`config.mk`:
```
export PLATFORM = sky130hd
export DESIGN_NAME = mem_port_arbiter_flat
export DESIGN_NICKNAME = d
export VERILOG_FILES = /design/src/rtl/mem_port_arbiter_pkg.sv /design/src/rtl/mem_port_arbiter_if.sv /design/src/rtl/mem_port_arbiter_pick.sv /design/src/rtl/mem_port_arbiter.sv /design/src/flat_wrapper.sv
export SDC_FILE = /design/constraint.sdc
export NUM_CORES = 1
export LEC_CHECK = 0
export CAP_MARGIN = 20
export CORE_MARGIN = 8
export CORE_UTILIZATION = 44
export DETAILED_ROUTE_END_ITERATION = 16
export PLACE_DENSITY_LB_ADDON = 0.25
export SYNTH_ARGS = -nofsm -noshare
export SYNTH_HDL_FRONTEND = slang
export SYNTH_HIERARCHICAL = 1
export SYNTH_SLANG_ARGS = --single-unit
```
`constraint.sdc`:
```
create_clock -name clk_i -period 4.83 [get_ports clk_i]
set_input_delay 0.483 -clock clk_i [delete_from_list [all_inputs] [get_ports clk_i]]
set_output_delay 0.483 -clock clk_i [all_outputs]
set_load 0.01 [all_outputs]
```
`src/rtl/mem_port_arbiter_pkg.sv`:
```
// mem_arb_pkg: state encoding, requester IDs and alignment helpers shared by
// the memory port arbiter and its grant picker.
package mem_arb_pkg;

    typedef enum logic [1:0] {
        IDLE  = 2'd0,
        ISSUE = 2'd1,
        RESP  = 2'd2
    } arb_state_t;

    localparam logic REQ_IF = 1'b0;
    localparam logic REQ_D  = 1'b1;

    localparam logic [1:0] ALIGN_MASK = 2'b11;

    // A word access is legal only when the two byte-offset bits are clear.
    function automatic logic is_aligned(input logic [1:0] addr_lsbs);
        return (addr_lsbs & ALIGN_MASK) == 2'b00;
    endfunction

endpackage

```
`src/rtl/mem_port_arbiter_if.sv`:
```
// mem_port_arbiter_if: bundles the fetch port, the data port and the
// single memory port seen by the arbiter. The slave modport is the arbiter
// itself; the master modport is the requester/memory side.
interface mem_port_arbiter_if #(
    parameter int DATA_WIDTH = 32
) ();

    logic                  if_req_i;
    logic [DATA_WIDTH-1:0] if_addr_i;
    logic                  if_gnt_o;
    logic                  if_valid_o;
    logic [DATA_WIDTH-1:0] if_rdata_o;

    logic                  d_req_i;
    logic                  d_we_i;
    logic [DATA_WIDTH-1:0] d_addr_i;
    logic [DATA_WIDTH-1:0] d_wdata_i;
    logic                  d_gnt_o;
    logic                  d_valid_o;
    logic [DATA_WIDTH-1:0] d_rdata_o;

    logic                  err_o;

    logic [DATA_WIDTH-1:0] mem_addr_o;
    logic [DATA_WIDTH-1:0] mem_wdata_o;
    logic                  mem_we_o;
    logic [DATA_WIDTH-1:0] mem_rdata_i;

    logic                  busy_o;

    modport slave (
        input  if_req_i, if_addr_i,
        input  d_req_i, d_we_i, d_addr_i, d_wdata_i,
        input  mem_rdata_i,
        output if_gnt_o, if_valid_o, if_rdata_o,
        output d_gnt_o, d_valid_o, d_rdata_o,
        output err_o,
        output mem_addr_o, mem_wdata_o, mem_we_o,
        output busy_o
    );

    modport master (
        output if_req_i, if_addr_i,
        output d_req_i, d_we_i, d_addr_i, d_wdata_i,
        output mem_rdata_i,
        input  if_gnt_o, if_valid_o, if_rdata_o,
        input  d_gnt_o, d_valid_o, d_rdata_o,
        input  err_o,
        input  mem_addr_o, mem_wdata_o, mem_we_o,
        input  busy_o
    );

endinterface

```
`src/rtl/mem_port_arbiter_pick.sv`:
```
// mem_arb_pick: combinational grant selection between the fetch and data
// requesters. Grants are only produced while the arbiter is idle, and never
// more than one at a time.
// Optional macro MEM_ARB_RR_EN: ties alternate using the last-winner input;
// without it, data always beats fetch.
module mem_arb_pick
    import mem_arb_pkg::*;
(
`ifdef MEM_ARB_RR_EN
    input  logic last_winner,
`endif
    input  logic idle,
    input  logic if_req,
    input  logic d_req,
    output logic if_gnt,
    output logic d_gnt
);

    // Pick at most one winner; a lone requester always wins.
    always_comb begin
        if_gnt = 1'b0;
        d_gnt  = 1'b0;
        if (idle) begin
`ifdef MEM_ARB_RR_EN
            if (if_req && d_req) begin
                if (last_winner == REQ_IF) begin
                    d_gnt = 1'b1;
                end else begin
                    if_gnt = 1'b1;
                end
            end else begin
                d_gnt  = d_req;
                if_gnt = if_req;
            end
`else
            d_gnt  = d_req;
            if_gnt = if_req & ~d_req;
`endif
        end
    end

endmodule

```
`src/rtl/mem_port_arbiter.sv`:
```
// mem_port_arbiter: serialises instruction fetches and data loads/stores onto
// a single RAM/ROM port, returns read data with a one-cycle valid strobe and
// rejects misaligned accesses with an error response that never touches
// memory.
// Optional macro MEM_ARB_RR_EN: round-robin tie breaking between fetch and
// data; default build uses fixed data-over-fetch priority.
module mem_port_arbiter
    import mem_arb_pkg::*;
#(
    parameter int DATA_WIDTH   = 32,
    parameter int READ_LATENCY = 1
) (
    input  logic              clk_i,
    input  logic              reset_i,
    mem_port_arbiter_if.slave bus
);

    localparam logic [1:0] LAST_CNT = 2'(READ_LATENCY);

    arb_state_t            state;
    logic                  lat_id;
    logic                  lat_we;
    logic [1:0]            cnt;

    logic [DATA_WIDTH-1:0] mem_addr_q;
    logic [DATA_WIDTH-1:0] mem_wdata_q;
    logic                  mem_we_q;
    logic [DATA_WIDTH-1:0] if_rdata_q;
    logic [DATA_WIDTH-1:0] d_rdata_q;
    logic                  if_valid_q;
    logic                  d_valid_q;
    logic                  err_q;
    logic                  busy_q;

    logic                  idle;
    logic                  if_gnt;
    logic                  d_gnt;
    logic                  any_gnt;
    logic                  gnt_id;
    logic                  gnt_we;
    logic [DATA_WIDTH-1:0] gnt_addr;
    logic [DATA_WIDTH-1:0] gnt_wdata;

    // Grants are held off while reset is asserted so every output reads 0.
    assign idle    = (state == IDLE) && reset_i;
    assign any_gnt = if_gnt | d_gnt;

`ifdef MEM_ARB_RR_EN
    logic last_winner;

    // Remember who won the most recent contested grant; uncontested grants
    // leave it alone so the next tie goes to the other requester.
    always_ff @(posedge clk_i or negedge reset_i) begin
        if (!reset_i) begin
            last_winner <= REQ_IF;
        end else if (idle && bus.if_req_i && bus.d_req_i) begin
            last_winner <= d_gnt ? REQ_D : REQ_IF;
        end
    end

    mem_arb_pick u_pick (
        .last_winner (last_winner),
        .idle        (idle),
        .if_req      (bus.if_req_i),
        .d_req       (bus.d_req_i),
        .if_gnt      (if_gnt),
        .d_gnt       (d_gnt)
    );
`else
    mem_arb_pick u_pick (
        .idle   (idle),
        .if_req (bus.if_req_i),
        .d_req  (bus.d_req_i),
        .if_gnt (if_gnt),
        .d_gnt  (d_gnt)
    );
`endif

    // Select the fields of whichever requester is being granted this cycle.
    always_comb begin
        gnt_id    = REQ_IF;
        gnt_we    = 1'b0;
        gnt_addr  = bus.if_addr_i;
        gnt_wdata = '0;
        if (d_gnt) begin
            gnt_id    = REQ_D;
            gnt_we    = bus.d_we_i;
            gnt_addr  = bus.d_addr_i;
            gnt_wdata = bus.d_wdata_i;
        end
    end

    // Main sequencer: latch on grant, drive the memory port during ISSUE,
    // capture read data on the last ISSUE edge and strobe the response.
    always_ff @(posedge clk_i or negedge reset_i) begin
        if (!reset_i) begin
            state       <= IDLE;
            lat_id      <= REQ_IF;
            lat_we      <= 1'b0;
            cnt         <= 2'd0;
            mem_addr_q  <= '0;
            mem_wdata_q <= '0;
            mem_we_q    <= 1'b0;
            if_rdata_q  <= '0;
            d_rdata_q   <= '0;
            if_valid_q  <= 1'b0;
            d_valid_q   <= 1'b0;
            err_q       <= 1'b0;
            busy_q      <= 1'b0;
        end else begin
            if_valid_q <= 1'b0;
            d_valid_q  <= 1'b0;
            err_q      <= 1'b0;
            mem_we_q   <= 1'b0;
            case (state)
                IDLE: begin
                    if (any_gnt) begin
                        lat_id <= gnt_id;
                        lat_we <= gnt_we;
                        cnt    <= 2'd0;
                        busy_q <= 1'b1;
                        if (is_aligned(gnt_addr[1:0])) begin
                            state       <= ISSUE;
                            mem_addr_q  <= gnt_addr;
                            mem_wdata_q <= gnt_wdata;
                            mem_we_q    <= gnt_we;
                        end else begin
                            state      <= RESP;
                            err_q      <= 1'b1;
                            if_valid_q <= (gnt_id == REQ_IF);
                            d_valid_q  <= (gnt_id == REQ_D);
                        end
                    end
                end
                ISSUE: begin
                    if (lat_we) begin
                        state      <= RESP;
                        if_valid_q <= (lat_id == REQ_IF);
                        d_valid_q  <= (lat_id == REQ_D);
                    end else if (cnt == LAST_CNT) begin
                        state <= RESP;
                        if (lat_id == REQ_D) begin
                            d_rdata_q <= bus.mem_rdata_i;
                            d_valid_q <= 1'b1;
                        end else begin
                            if_rdata_q <= bus.mem_rdata_i;
                            if_valid_q <= 1'b1;
                        end
                    end else begin
                        cnt <= cnt + 2'd1;
                    end
                end
                RESP: begin
                    state  <= IDLE;
                    busy_q <= 1'b0;
                end
                default: begin
                    state  <= IDLE;
                    busy_q <= 1'b0;
                end
            endcase
        end
    end

    assign bus.if_gnt_o    = if_gnt;
    assign bus.d_gnt_o     = d_gnt;
    assign bus.if_valid_o  = if_valid_q;
    assign bus.d_valid_o   = d_valid_q;
    assign bus.if_rdata_o  = if_rdata_q;
    assign bus.d_rdata_o   = d_rdata_q;
    assign bus.err_o       = err_q;
    assign bus.mem_addr_o  = mem_addr_q;
    assign bus.mem_wdata_o = mem_wdata_q;
    assign bus.mem_we_o    = mem_we_q;
    assign bus.busy_o      = busy_q;

endmodule

```
`src/flat_wrapper.sv`:
```
// flat-port wrapper written by rule: the top's interface ports become plain ports
module mem_port_arbiter_flat import mem_arb_pkg::*;
#(
    parameter int DATA_WIDTH   = 32,
    parameter int READ_LATENCY = 1
)
  (clk_i, reset_i, bus_if_req_i, bus_if_addr_i, bus_d_req_i, bus_d_we_i, bus_d_addr_i, bus_d_wdata_i, bus_mem_rdata_i, bus_if_gnt_o, bus_if_valid_o, bus_if_rdata_o, bus_d_gnt_o, bus_d_valid_o, bus_d_rdata_o, bus_err_o, bus_mem_addr_o, bus_mem_wdata_o, bus_mem_we_o, bus_busy_o);
  mem_port_arbiter_if #(.DATA_WIDTH(DATA_WIDTH)) bus_i ();
  input  logic clk_i;
  input  logic reset_i;
  input wire logic [$bits(bus_i.if_req_i)-1:0] bus_if_req_i;
  input wire logic [$bits(bus_i.if_addr_i)-1:0] bus_if_addr_i;
  input wire logic [$bits(bus_i.d_req_i)-1:0] bus_d_req_i;
  input wire logic [$bits(bus_i.d_we_i)-1:0] bus_d_we_i;
  input wire logic [$bits(bus_i.d_addr_i)-1:0] bus_d_addr_i;
  input wire logic [$bits(bus_i.d_wdata_i)-1:0] bus_d_wdata_i;
  input wire logic [$bits(bus_i.mem_rdata_i)-1:0] bus_mem_rdata_i;
  output wire logic [$bits(bus_i.if_gnt_o)-1:0] bus_if_gnt_o;
  output wire logic [$bits(bus_i.if_valid_o)-1:0] bus_if_valid_o;
  output wire logic [$bits(bus_i.if_rdata_o)-1:0] bus_if_rdata_o;
  output wire logic [$bits(bus_i.d_gnt_o)-1:0] bus_d_gnt_o;
  output wire logic [$bits(bus_i.d_valid_o)-1:0] bus_d_valid_o;
  output wire logic [$bits(bus_i.d_rdata_o)-1:0] bus_d_rdata_o;
  output wire logic [$bits(bus_i.err_o)-1:0] bus_err_o;
  output wire logic [$bits(bus_i.mem_addr_o)-1:0] bus_mem_addr_o;
  output wire logic [$bits(bus_i.mem_wdata_o)-1:0] bus_mem_wdata_o;
  output wire logic [$bits(bus_i.mem_we_o)-1:0] bus_mem_we_o;
  output wire logic [$bits(bus_i.busy_o)-1:0] bus_busy_o;
  assign bus_i.if_req_i = bus_if_req_i;
  assign bus_i.if_addr_i = bus_if_addr_i;
  assign bus_i.d_req_i = bus_d_req_i;
  assign bus_i.d_we_i = bus_d_we_i;
  assign bus_i.d_addr_i = bus_d_addr_i;
  assign bus_i.d_wdata_i = bus_d_wdata_i;
  assign bus_i.mem_rdata_i = bus_mem_rdata_i;
  assign bus_if_gnt_o = bus_i.if_gnt_o;
  assign bus_if_valid_o = bus_i.if_valid_o;
  assign bus_if_rdata_o = bus_i.if_rdata_o;
  assign bus_d_gnt_o = bus_i.d_gnt_o;
  assign bus_d_valid_o = bus_i.d_valid_o;
  assign bus_d_rdata_o = bus_i.d_rdata_o;
  assign bus_err_o = bus_i.err_o;
  assign bus_mem_addr_o = bus_i.mem_addr_o;
  assign bus_mem_wdata_o = bus_i.mem_wdata_o;
  assign bus_mem_we_o = bus_i.mem_we_o;
  assign bus_busy_o = bus_i.busy_o;
  mem_port_arbiter #(.DATA_WIDTH(DATA_WIDTH), .READ_LATENCY(READ_LATENCY)) u_core (.clk_i(clk_i), .reset_i(reset_i), .bus(bus_i));
endmodule
```
Yosys cells after proc, flatten, opt, wreduce, memory -nomap -nowiden
Cells that the tools add are included.

storage, ports and cells
  bits in registers = 139
  word-level logic and storage cells = 73
  output and inout bits = 135
  input bits = 133

operators by class
  mux-type cells = 35
  reductions and logical operators = 11
  add/subtract/negate cells = 1
  bitwise logic cells = 7
  equality and inequality tests = 6

operators by type and width
  kind                 number
  $mux 32              2
  $mux 1               21
  $mux 2               7
  $reduce_and 4->1     3
  $pmux 2 s2           2
  $pmux 1 s2           3
  $reduce_and 2->1     3
  $not 1->1            5
  $eq 2x1->1 const B   2
  $logic_not 2->1      2
  $ne 2x2->1 const B   2
  $ne 3x1->1 const B   1
  $reduce_and 3->1     1
  $add 2x1->2 const B  1
  $ne 2x1->1 const B   1
  $reduce_bool 2->1    1
  $and 1x1->1          1
  $logic_and 1x1->1    1
  $or 1x1->1           1

Depth between registers and ports, before layout
Gate-level depths: netlist (run 1).

  depth in word-level cells = 8
  mapped depth = 8
  depth with buffers taken out = 6

Modules after synthesis
Netlist (run 1), hierarchy kept.

by module, submodules not included
  module            area each (sq um)  seq. area each (sq um)  cells each  instances
  mem_port_arbiter  5684.2             3478.3                  354         1
  mem_arb_pick      16.3               0.0                     2           1

Worst setup path after synthesis (run 1)
No wires, ideal clock.

  path kind = flip-flop to flip-flop
  start point = register u_core.state[0]
  end point = register u_core.mem_addr_q[26], in the netlist u_core/bus.mem_addr_o[26]
  data required time = 4.703 ns
  buffers on the path = 2
  cell stages (with the launch flop) = 8
  clock period less this slack = 2.161 ns
  setup slack = 2.669 ns
  arrival = 2.034 ns
  setup time = 0.127 ns
  path through = dfrtp_1 -> nor2_2 -> and2_1 -> and2_2 -> buf_2 -> buf_1 -> mux2_2 -> mux2_1

on the way
  cells in the longest elaborated chain, start to end = 6
  elaborated cells between the ends (all ways) = 8
  those cells by class = mux (3); bitwise (1); reduce/logical (4)

ends and longest elaborated chain
  element                            RTL line                     source
  from (decl)                        mem_port_arbiter.sv:20       arb_state_t state;
  from (signal assigned)             mem_port_arbiter.sv:97       state <= IDLE;
  from (signal assigned)             mem_port_arbiter.sv:123      state <= ISSUE;
  from (signal assigned)             mem_port_arbiter.sv:128      state <= RESP;
  $logic_not 2->1 *                  mem_port_arbiter.sv:45       assign idle = (state == IDLE) && reset_i;
  $logic_and 1x1->1 *                mem_port_arbiter.sv:45
  named net u_core.idle              mem_port_arbiter.sv:35       logic idle;
  $mux 1 *                           mem_port_arbiter_pick.sv:23  if (idle) begin
  named net bus_d_gnt_o              flat_wrapper.sv:21           output wire logic [$bits(bus_i.d_gnt_o)-1:0] bus_d_gnt_o;
  $mux 32                            mem_port_arbiter.sv:85       if (d_gnt) begin
  $logic_not 2->1                    mem_port_arbiter_pkg.sv:18   return (addr_lsbs & ALIGN_MASK) == 2'b00;
  $reduce_and 3->1 (no source line)  --
  to (signal assigned)               mem_port_arbiter.sv:124      mem_addr_q <= gnt_addr;
  to (decl)                          mem_port_arbiter.sv:25       logic [DATA_WIDTH-1:0] mem_addr_q;

Mark *: on every way through the listed nets, which the timed path passes. The rest lies on a longest branch.
A chain may end at the register's enable or synchronous reset.

Worst setup path after layout (run 1)
  start point = register u_core.state[0]
  end point = output port bus_d_gnt_o

on the way
  cells in the longest elaborated chain, start to end = 3

ends and longest elaborated chain
  element                RTL line
  $logic_not 2->1        mem_port_arbiter.sv:45
  $logic_and 1x1->1      mem_port_arbiter.sv:45
  named net u_core.idle  mem_port_arbiter.sv:35
  $mux 1                 mem_port_arbiter_pick.sv:23
  to (decl)              flat_wrapper.sv:21

The timed path passes the listed nets, and every way through them passes these cells.

==> impl_metrics.json, run 1 <==
{
  "status": "finished, final reports clean",
  "start_util_pct": 45.17,
  "regArea_um2": 3478,
  "whs_ns": 0.05612,
  "hpwl_um": 12310,
  "antenna_found_initial": 0,
  "synth.distinct_cells": 33,
  "crit_family": "simple AND/OR/NAND/NOR gates",
  "yosysSeqAreaShare_pct": 61.02,
  "final_cells": 810,
  "rsz0062_at_grt": "no",
  "final_antenna_net_count": 0,
  "path_class": "reg2out",
  "multi_input_comb_area_um2": 2090,
  "cts_sinks": 139,
  "vdd_drop_max_mv": 0.2818,
  "reg2reg_from": "u_core/state[0]$_DFFE_PN0P_",
  "critPathLaunchType": "register",
  "grt_pass1_wl_um": 25110,
  "hold_buffers": 0,
  "via_per_inst": 4.972,
  "grt_max_degree": 72,
  "endpoint_kind": "output pin",
  "area_growth_pct": 61.06,
  "slew_viol_final": 0,
  "cts_max_path_buffers": 2,
  "clk_pin_slew_worst_paths_ns": 0.06,
  "fin_crit_ns": 3.261,
  "grt_pass1_vias": 4540,
  "portBuffers": 267,
  "gp_congestion": 0.7485,
  "first_pass_iters": 7,
  "fin_util_pct": 72.75,
  "crit_chain": "nor2_2 > and2_1 > and2_2 > clkdlybuf4s50_1",
  "ys_warn_count": 6,
  "die-area_um2": 16850,
  "startpoint": "u_core/state[0]$_DFFE_PN0P_",
  "synth_nets": 490,
  "die_h_um": 129.8,
  "vias": 4027,
  "n_fill_cell": 857,
  "report.final.hold_viol_count": 0,
  "nets": 759,
  "synth.area.top_cells": "dfrtp_1 61%, mux2_2 16%, mux2_4 11%",
  "cts_tree": "yes",
  "syn_inst": 356,
  "max-slew-margin-rel_pct": 35.94,
  "drive_gt1_share_pct": 26.02,
  "syn_avg_cell_area_um2": 16.01,
  "htreeDepth": 4,
  "dp_cells": 776,
  "ctsResizeCount": 0,
  "drv_cap": 0,
  "crit_path_max_fanout": 40,
  "cp_num_buf_inv": 1,
  "reg2reg_slack_ns": 1.77,
  "insertion_delay_ns": 0.41,
  "ys_seq_elements": 139,
  "critPathMaxStageDelay_ns": 0.74,
  "p_leak_nw": 4.129,
  "hp-class": "in2async",
  "power_density_nw_per_um2": 630.9,
  "core_area_um2": 12620,
  "grt_usage_pct": 19.65,
  "wirelength_um": 16520,
  "die_w_um": 129.8,
  "crit_required_ns": 4.35,
  "synth.top_cell.area_share_pct": 61.02,
  "clock_skew_ns": 0.009683,
  "post_drt_wl_per_cell_um": 20.40,
  "overflow": 0,
  "max_freq_ghz": 0.3067,
  "n_antenna_cell": 0,
  "yosys.area.top_type": "dfrtp_1",
  "synthesis.area_um2": 5700,
  "cts_setup_buffers": 0,
  "worst_pin_slew_ns": 0.9587,
  "fin_crit_sh_pct": 67.51,
  "crit_slowest_cell": "and2_2",
  "finalPower_mw": 5.793,
  "cp.arrival_ns": 2.78,
  "setup_violations": 0,
  "cts-root-buf": "clkbuf_16",
  "drc": 0,
  "dr.first_iter.drc_count": 140,
  "rows": 41,
  "finalSetupTns_ns": 0,
  "cts_buffers": 17,
  "ioPinCount": 268
}
-- logic make-up after synthesis --
kind of cell | share of synthesized area [%]
and+or+nand+nor | 2.525
AOI/OAI and AO/OA | 6.344
buffers and inverters | 2.765
DFF | 61.02
muxes | 27.13
adders and majority gates | 0.2195
-- sequential cells by signal, indices dropped and copies added (netlist names) --
signal and flops:
u_core/bus.mem_addr_o 32, u_core/bus.busy_o 1, u_core/bus.d_valid_o 1, u_core/bus.if_valid_o 1, u_core/bus.mem_we_o 1, u_core/lat_id 1
u_core/bus.mem_wdata_o 32, u_core/bus.if_rdata_o 32, u_core/bus.err_o 1, u_core/bus.d_rdata_o 32, u_core/cnt 2, u_core/lat_we 1
u_core/state 2
-- synthesized netlist by cell type (all sizes together) --
cell,count
dfrtp,139
mux2,124
a22o,32
buf,21
and2,6
nor2,6
o21ai,6
inv,3
nand2,2
or2,2
a31o,1
a32o,1
and3,1
and3b,1
clkbuf,1
ha,1
nand4bb,1
nor2b,1
nor3,1
nor3b,1
o221ai,1
o22ai,1
o311ai,1
o32ai,1
or4b,1
-- layer usage --
| layer | routed length [um] | GRT usage [%] |
|---|---|---|
| met5 | 0 | 0 |
| met1 | 6424 | 21.95 |
| met4 | 165 | 7.036 |
| met3 | 1747 | 8.772 |
| met2 | 8183 | 32.71 |
-- path summary, 6_finish.rpt --
path / end / cells past startpoint
min in group clk_i: u_core/bus.mem_addr_o[0]$_DFFE_PN0P_ / 1
hold reg to reg: u_core/bus.mem_addr_o[0]$_DFFE_PN0P_ / 1
setup / recovery: bus_d_gnt_o / 4
setup reg to reg: u_core/bus.mem_addr_o[6]$_DFFE_PN0P_ / 7
hold / removal: u_core/bus.d_rdata_o[12]$_DFFE_PN0P_ / 1
max in group asynchronous: u_core/bus.if_valid_o$_DFF_PN0_ / 2
-- final cells by class --
| cell class | instances | share of cell area [%] |
|---|---|---|
| Tap cell | 172 | 2.344 |
| Clock inverter | 14 | 2.140 |
| Multi-Input combinational cell | 192 | 22.76 |
| Clock buffer | 18 | 4.783 |
| Timing Repair Buffer | 272 | 29.97 |
| Inverter | 3 | 0.1226 |
| Sequential cell | 139 | 37.89 |
-- cell usage in the layout (no fill, tap or decap), types with 2 or more instances in the layout --
master	Yosys	final
nand2_1	2	2
bufinv_16	0	4
or2_2	1	2
clkinv_4	0	5
clkbuf_16	0	17
o21ai_0	6	6
buf_16	0	2
a22o_1	32	32
mux2_2	79	79
mux2_4	40	40
clkinvlp_4	0	3
nor2_1	5	4
inv_1	3	3
dfrtp_1	139	139
and2_1	5	5
mux2_1	5	5
clkdlybuf4s50_1	0	266
buf_4	3	3
clkinv_2	0	2
-- report_power, final --
part	total [mW]	internal (mW)	switching, mW
Sequential	2.04	1.71	0.329
Combinational	2.39	1.53	0.860
Clock	1.37	0.879	0.487
-- stage by stage --
stage                     area, um^2  setup WS [ns]
after global placement          8491          1.567
after floorplan                 5700          2.669
after detailed placement        8491          1.382
final                           9181          1.569
after global routing            9181          1.412
after CTS                       9126          1.529
(Power assumes the default switching activity.)
==> inputs of run 2 (changes only) <==
Settings changed: CORE_UTILIZATION 44 to 37.
Clock period 4.83 ns to 2.8 ns, I/O delays scaled along.
==> run 2 against run 1 <==
Compared with the run above:
- die area is 17% higher
- cell count is 2.3% higher
- first-iteration DRC count is 20% higher
==> impl_metrics.json, run 2 (synthesis results as in run 1) <==
{
  "status": "finished, final reports clean",
  "die-area_um2": 19640,
  "overflow": 0,
  "report.final.hold_viol_count": 0,
  "die_w_um": 140.1,
  "final_antenna_net_count": 0,
  "n_antenna_cell": 0,
  "path_class": "reg2out",
  "htreeDepth": 4,
  "fin_crit_sh_pct": 95.10,
  "grt_pass1_wl_um": 25350,
  "hp-class": "in2async",
  "dr.first_iter.drc_count": 168,
  "die_h_um": 140.1,
  "crit_family": "buffers and inverters",
  "clk_pin_slew_worst_paths_ns": 0.05,
  "finalSetupTns_ns": 0,
  "rsz0062_at_grt": "no",
  "cts-root-buf": "clkbuf_16",
  "whs_ns": 0.06407,
  "antenna_found_initial": 0,
  "hold_buffers": 0,
  "crit_path_max_fanout": 30,
  "max_freq_ghz": 0.3755,
  "reg2reg_from": "u_core/state[1]$_DFFE_PN0P_",
  "wirelength_um": 16030,
  "cts_tree": "yes",
  "area_growth_pct": 60.86,
  "cp.arrival_ns": 2.38,
  "cts_max_path_buffers": 2,
  "dp_cells": 797,
  "hpwl_um": 11980,
  "cts_setup_buffers": 0,
  "crit_required_ns": 2.52,
  "p_leak_nw": 4.127,
  "setup_violations": 0,
  "vdd_drop_max_mv": 0.4878,
  "rows": 45,
  "slew_viol_final": 0,
  "max-slew-margin-rel_pct": 40.55,
  "drv_cap": 0,
  "ioPinCount": 268,
  "grt_pass1_vias": 4575,
  "startpoint": "u_core/state[0]$_DFFE_PN0P_",
  "final_cells": 829,
  "critPathMaxStageDelay_ns": 0.62,
  "fin_util_pct": 60.55,
  "drc": 0,
  "cts_buffers": 17,
  "cp_num_buf_inv": 2,
  "clock_skew_ns": 0.009444,
  "final_common_cell": "clkdlybuf4s50_1",
  "insertion_delay_ns": 0.41,
  "endpoint_kind": "output pin",
  "gp_congestion": 0.7830,
  "worst_pin_slew_ns": 0.8917,
  "post_drt_wl_per_cell_um": 19.33,
  "via_per_inst": 4.807,
  "start_util_pct": 37.64,
  "grt_usage_pct": 16.45,
  "n_fill_cell": 1176,
  "nets": 763,
  "crit_chain": "nor2_2 > and2_1 > and2_2 > buf_4 > clkdlybuf4s50_1",
  "power_density_nw_per_um2": 1066,
  "drive_gt1_share_pct": 25.74,
  "final_cell_mix": "266 x clkdlybuf4s50_1, 139 x dfrtp_1, 79 x mux2_2, 40 x mux2_4, 32 x a22o_1",
  "ctsResizeCount": 0,
  "fin_crit_ns": 2.663,
  "critPathLaunchType": "register",
  "core_area_um2": 15150,
  "portBuffers": 267,
  "vias": 3985,
  "grt_max_degree": 73,
  "crit_slowest_cell": "clkdlybuf4s50_1",
  "cts_sinks": 139,
  "first_pass_iters": 6
}
## run 2: cell count changes in the layout (fill, tap and decap cells not counted)
cell,change
buf_4,+4
clkbuf_1,+4
clkinv_4,-4
clkbuf_8,+3
bufinv_16,-2
clkinvlp_4,-2
buf_12,+1
buf_16,-1
## run 2: report_power, final
part	internal (mW)	switching (mW)
clock	1.40	0.782
combinational	2.65	1.45
sequential	2.95	0.544
total	7.00	2.78
## run 2: metal layers
layer	up-vias	routed length, um	global-route usage (%)	share of wire [%]
met4	0	147	4.457	0.92
met1	1956	6529	18.71	41
met3	15	1782	9.038	11
met2	184	7568	26.33	47
met5	-	0	0	0
li1	1830	-	-	-
## run 2: path summary, 6_finish.rpt
kind | to | slack (ns) | cells after the start
min in group clk_i | u_core/bus.mem_wdata_o[15]$_DFFE_PN0P_ | 0.48 | 2
max in group asynchronous | u_core/bus.if_rdata_o[22]$_DFFE_PN0P_ | 1.34 | 3
setup reg to reg | u_core/bus.mem_addr_o[13]$_DFFE_PN0P_ | 0.48 | 7
hold reg to reg | u_core/bus.mem_addr_o[1]$_DFFE_PN0P_ | 0.48 | 1
hold / removal | u_core/bus.mem_wdata_o[9]$_DFFE_PN0P_ | 0.06 | 2
setup / recovery | bus_d_gnt_o | 0.14 | 5
## run 2: layout make-up
cell class              count  area [um^2]  area share, %
clock buffers              25        495.5          5.403
inverters                   3        11.26         0.1228
repair buffers            276         2774          30.25
well taps                 188        235.2          2.565
clock inverters             6        86.33         0.9415
multi-input cells         192         2090          22.79
flip-flops and latches    139         3478          37.93
## run 2: stage by stage
step | worst slack, ns | cell area, um^2 | total power, mW
2_1_floorplan | 0.6386 | 5700 | 5.173
3_3_place_gp | 0.3912 | 8561 | 7.574
3_5_place_dp | 0.3180 | 8561 | 7.662
4_1_cts | 0.09453 | 9143 | 9.923
5_1_grt | 0.01365 | 9170 | 10.33
6_report | 0.1372 | 9170 | 9.777
## run 2: worst reg2reg max path: cells and delay by family, from the launching register on
family,cells,cell delay (ns)
buf+inv,1,0.52
mux,1,0.43
simple gates,4,0.67
flops,1,0.43
compound gates,1,0.16
==> inputs of run 3 (changes only) <==
Settings changed: CORE_UTILIZATION 37 to 41.
Clock period 2.8 ns to 2.9 ns, I/O delays scaled along.
==> run 3 against run 2 <==
Compared with the run above:
- worst setup slack gained 0.094 ns
- total power shrank 4.5%
- via count did not move
- clock skew down 0.0019 ns
- sequential share of layout area up 0.16 points
- design area fell by 0.42%
==> impl_metrics.json, run 3 (synthesis results as in run 1) <==
{
  "cts_setup_buffers": 0,
  "insertion_delay_ns": 0.41,
  "setup_violations": 0,
  "n_antenna_cell": 0,
  "rsz0062_at_grt": "no",
  "cts_buffers": 17,
  "rows": 43,
  "crit_slowest_cell": "clkdlybuf4s50_1",
  "final_antenna_net_count": 0,
  "final_area_um2": 9131,
  "grt_pass1_vias": 4500,
  "grt_max_degree": 81,
  "wirelength_um": 16230,
  "drv_cap": 0,
  "power_density_nw_per_um2": 1023,
  "ioPinCount": 268,
  "crit_path_max_fanout": 31,
  "report.final.hold_viol_count": 0,
  "cts_sinks": 139,
  "status": "finished, final reports clean",
  "cts_max_path_buffers": 2,
  "cts-root-buf": "clkbuf_16",
  "worst_pin_slew_ns": 0.9800,
  "final_cell_mix": "266 x clkdlybuf4s50_1, 139 x dfrtp_1, 79 x mux2_2, 40 x mux2_4, 32 x a22o_1",
  "vias": 3985,
  "grt_pass1_wl_um": 25190,
  "start_util_pct": 41.55,
  "crit_required_ns": 2.61,
  "nets": 764,
  "portBuffers": 267,
  "drc": 0,
  "final_common_cell": "clkdlybuf4s50_1",
  "fin_util_pct": 66.56,
  "drive_gt1_share_pct": 25.90,
  "n_fill_cell": 1003,
  "dpl_cell_area_um2": 8558,
  "antenna_found_initial": 0,
  "overflow": 0,
  "max-slew-margin-rel_pct": 34.67,
  "first_pass_iters": 4,
  "area_growth_pct": 60.18,
  "p_leak_nw": 4.109,
  "htreeDepth": 4,
  "fin_crit_sh_pct": 92.03,
  "critPathLaunchType": "register",
  "vdd_drop_max_mv": 0.4265,
  "dr.first_iter.drc_count": 209,
  "pre_cts_slack_ns": 0.3801,
  "gp_congestion": 0.7831,
  "hp-class": "in2async",
  "whs_ns": 0.04159,
  "die_w_um": 133.9,
  "crit_chain": "nor2_2 > and2_1 > and2_2 > buf_4 > clkdlybuf4s50_1",
  "ctsResizeCount": 0,
  "clock_skew_ns": 0.007532,
  "die_h_um": 133.9,
  "finalSetupTns_ns": 0,
  "hold_buffers": 0,
  "clk_pin_slew_worst_paths_ns": 0.05,
  "critPathMaxStageDelay_ns": 0.62,
  "fin_crit_ns": 2.669,
  "core_area_um2": 13720,
  "path_class": "reg2out",
  "die-area_um2": 17930,
  "grt_usage_pct": 18.22,
  "via_per_inst": 4.854,
  "hpwl_um": 12120,
  "slew_viol_final": 0,
  "post_drt_wl_per_cell_um": 19.77,
  "cp.arrival_ns": 2.38,
  "max_freq_ghz": 0.3747,
  "setup_ws_ns": 0.2311,
  "endpoint_kind": "output pin",
  "cts_tree": "yes"
}
## run 3: final timing paths
path / from / to / slack, ns / cells past startpoint
setup / recovery: u_core/state[0]$_DFFE_PN0P_ / bus_d_gnt_o / 0.23 / 5
hold / removal: reset_i / u_core/cnt[1]$_DFFE_PN0P_ / 0.04 / 2
setup reg to reg: u_core/state[1]$_DFFE_PN0P_ / u_core/bus.mem_addr_o[29]$_DFFE_PN0P_ / 0.51 / 7
hold reg to reg: u_core/bus.mem_addr_o[0]$_DFFE_PN0P_ / u_core/bus.mem_addr_o[0]$_DFFE_PN0P_ / 0.48 / 1
max in group asynchronous: reset_i / u_core/bus.d_rdata_o[15]$_DFFE_PN0P_ / 1.35 / 3
min in group clk_i: u_core/bus.mem_addr_o[0]$_DFFE_PN0P_ / u_core/bus.mem_addr_o[0]$_DFFE_PN0P_ / 0.48 / 1
## run 3: metal layers
layer  up-vias  GRT usage (%)  routed length, um
li1       1842              -                  -
met2       171          29.13               7842
met3        19          9.050               1637
met1      1953          20.74               6483
met4         0          6.425                268
met5         -              0                  0
## run 3: final cells by class
type                       count  area (um^2)  area share (%)
tap                          180        225.2           2.466
clock inverter                 7        67.56          0.7399
timing repair buffer         277         2781           30.46
sequential                   139         3478           38.09
inverter                       3        11.26          0.1233
clock buffer                  23        478.0           5.234
multi-input combinational    192         2090           22.88
## run 3: worst max-delay path: cells and delay by family, from the launching register on
| family | cells | cell delay [ns] |
|---|---|---|
| flops | 1 | 0.41 |
| buf+inv | 2 | 1.01 |
| simple gates | 3 | 0.54 |
## run 3: per-stage QoR
step	power (mW)	std cells
finish	9.337	821
global route	9.846	821
CTS	9.449	820
detailed placement	7.406	790
global placement	7.321	790
floorplan	4.994	356
## run 3: where the power goes
group,internal (mW),total [mW],switching (mW)
Clock,1.23,1.98,0.753
Combinational,2.57,3.97,1.41
Sequential,2.85,3.38,0.531
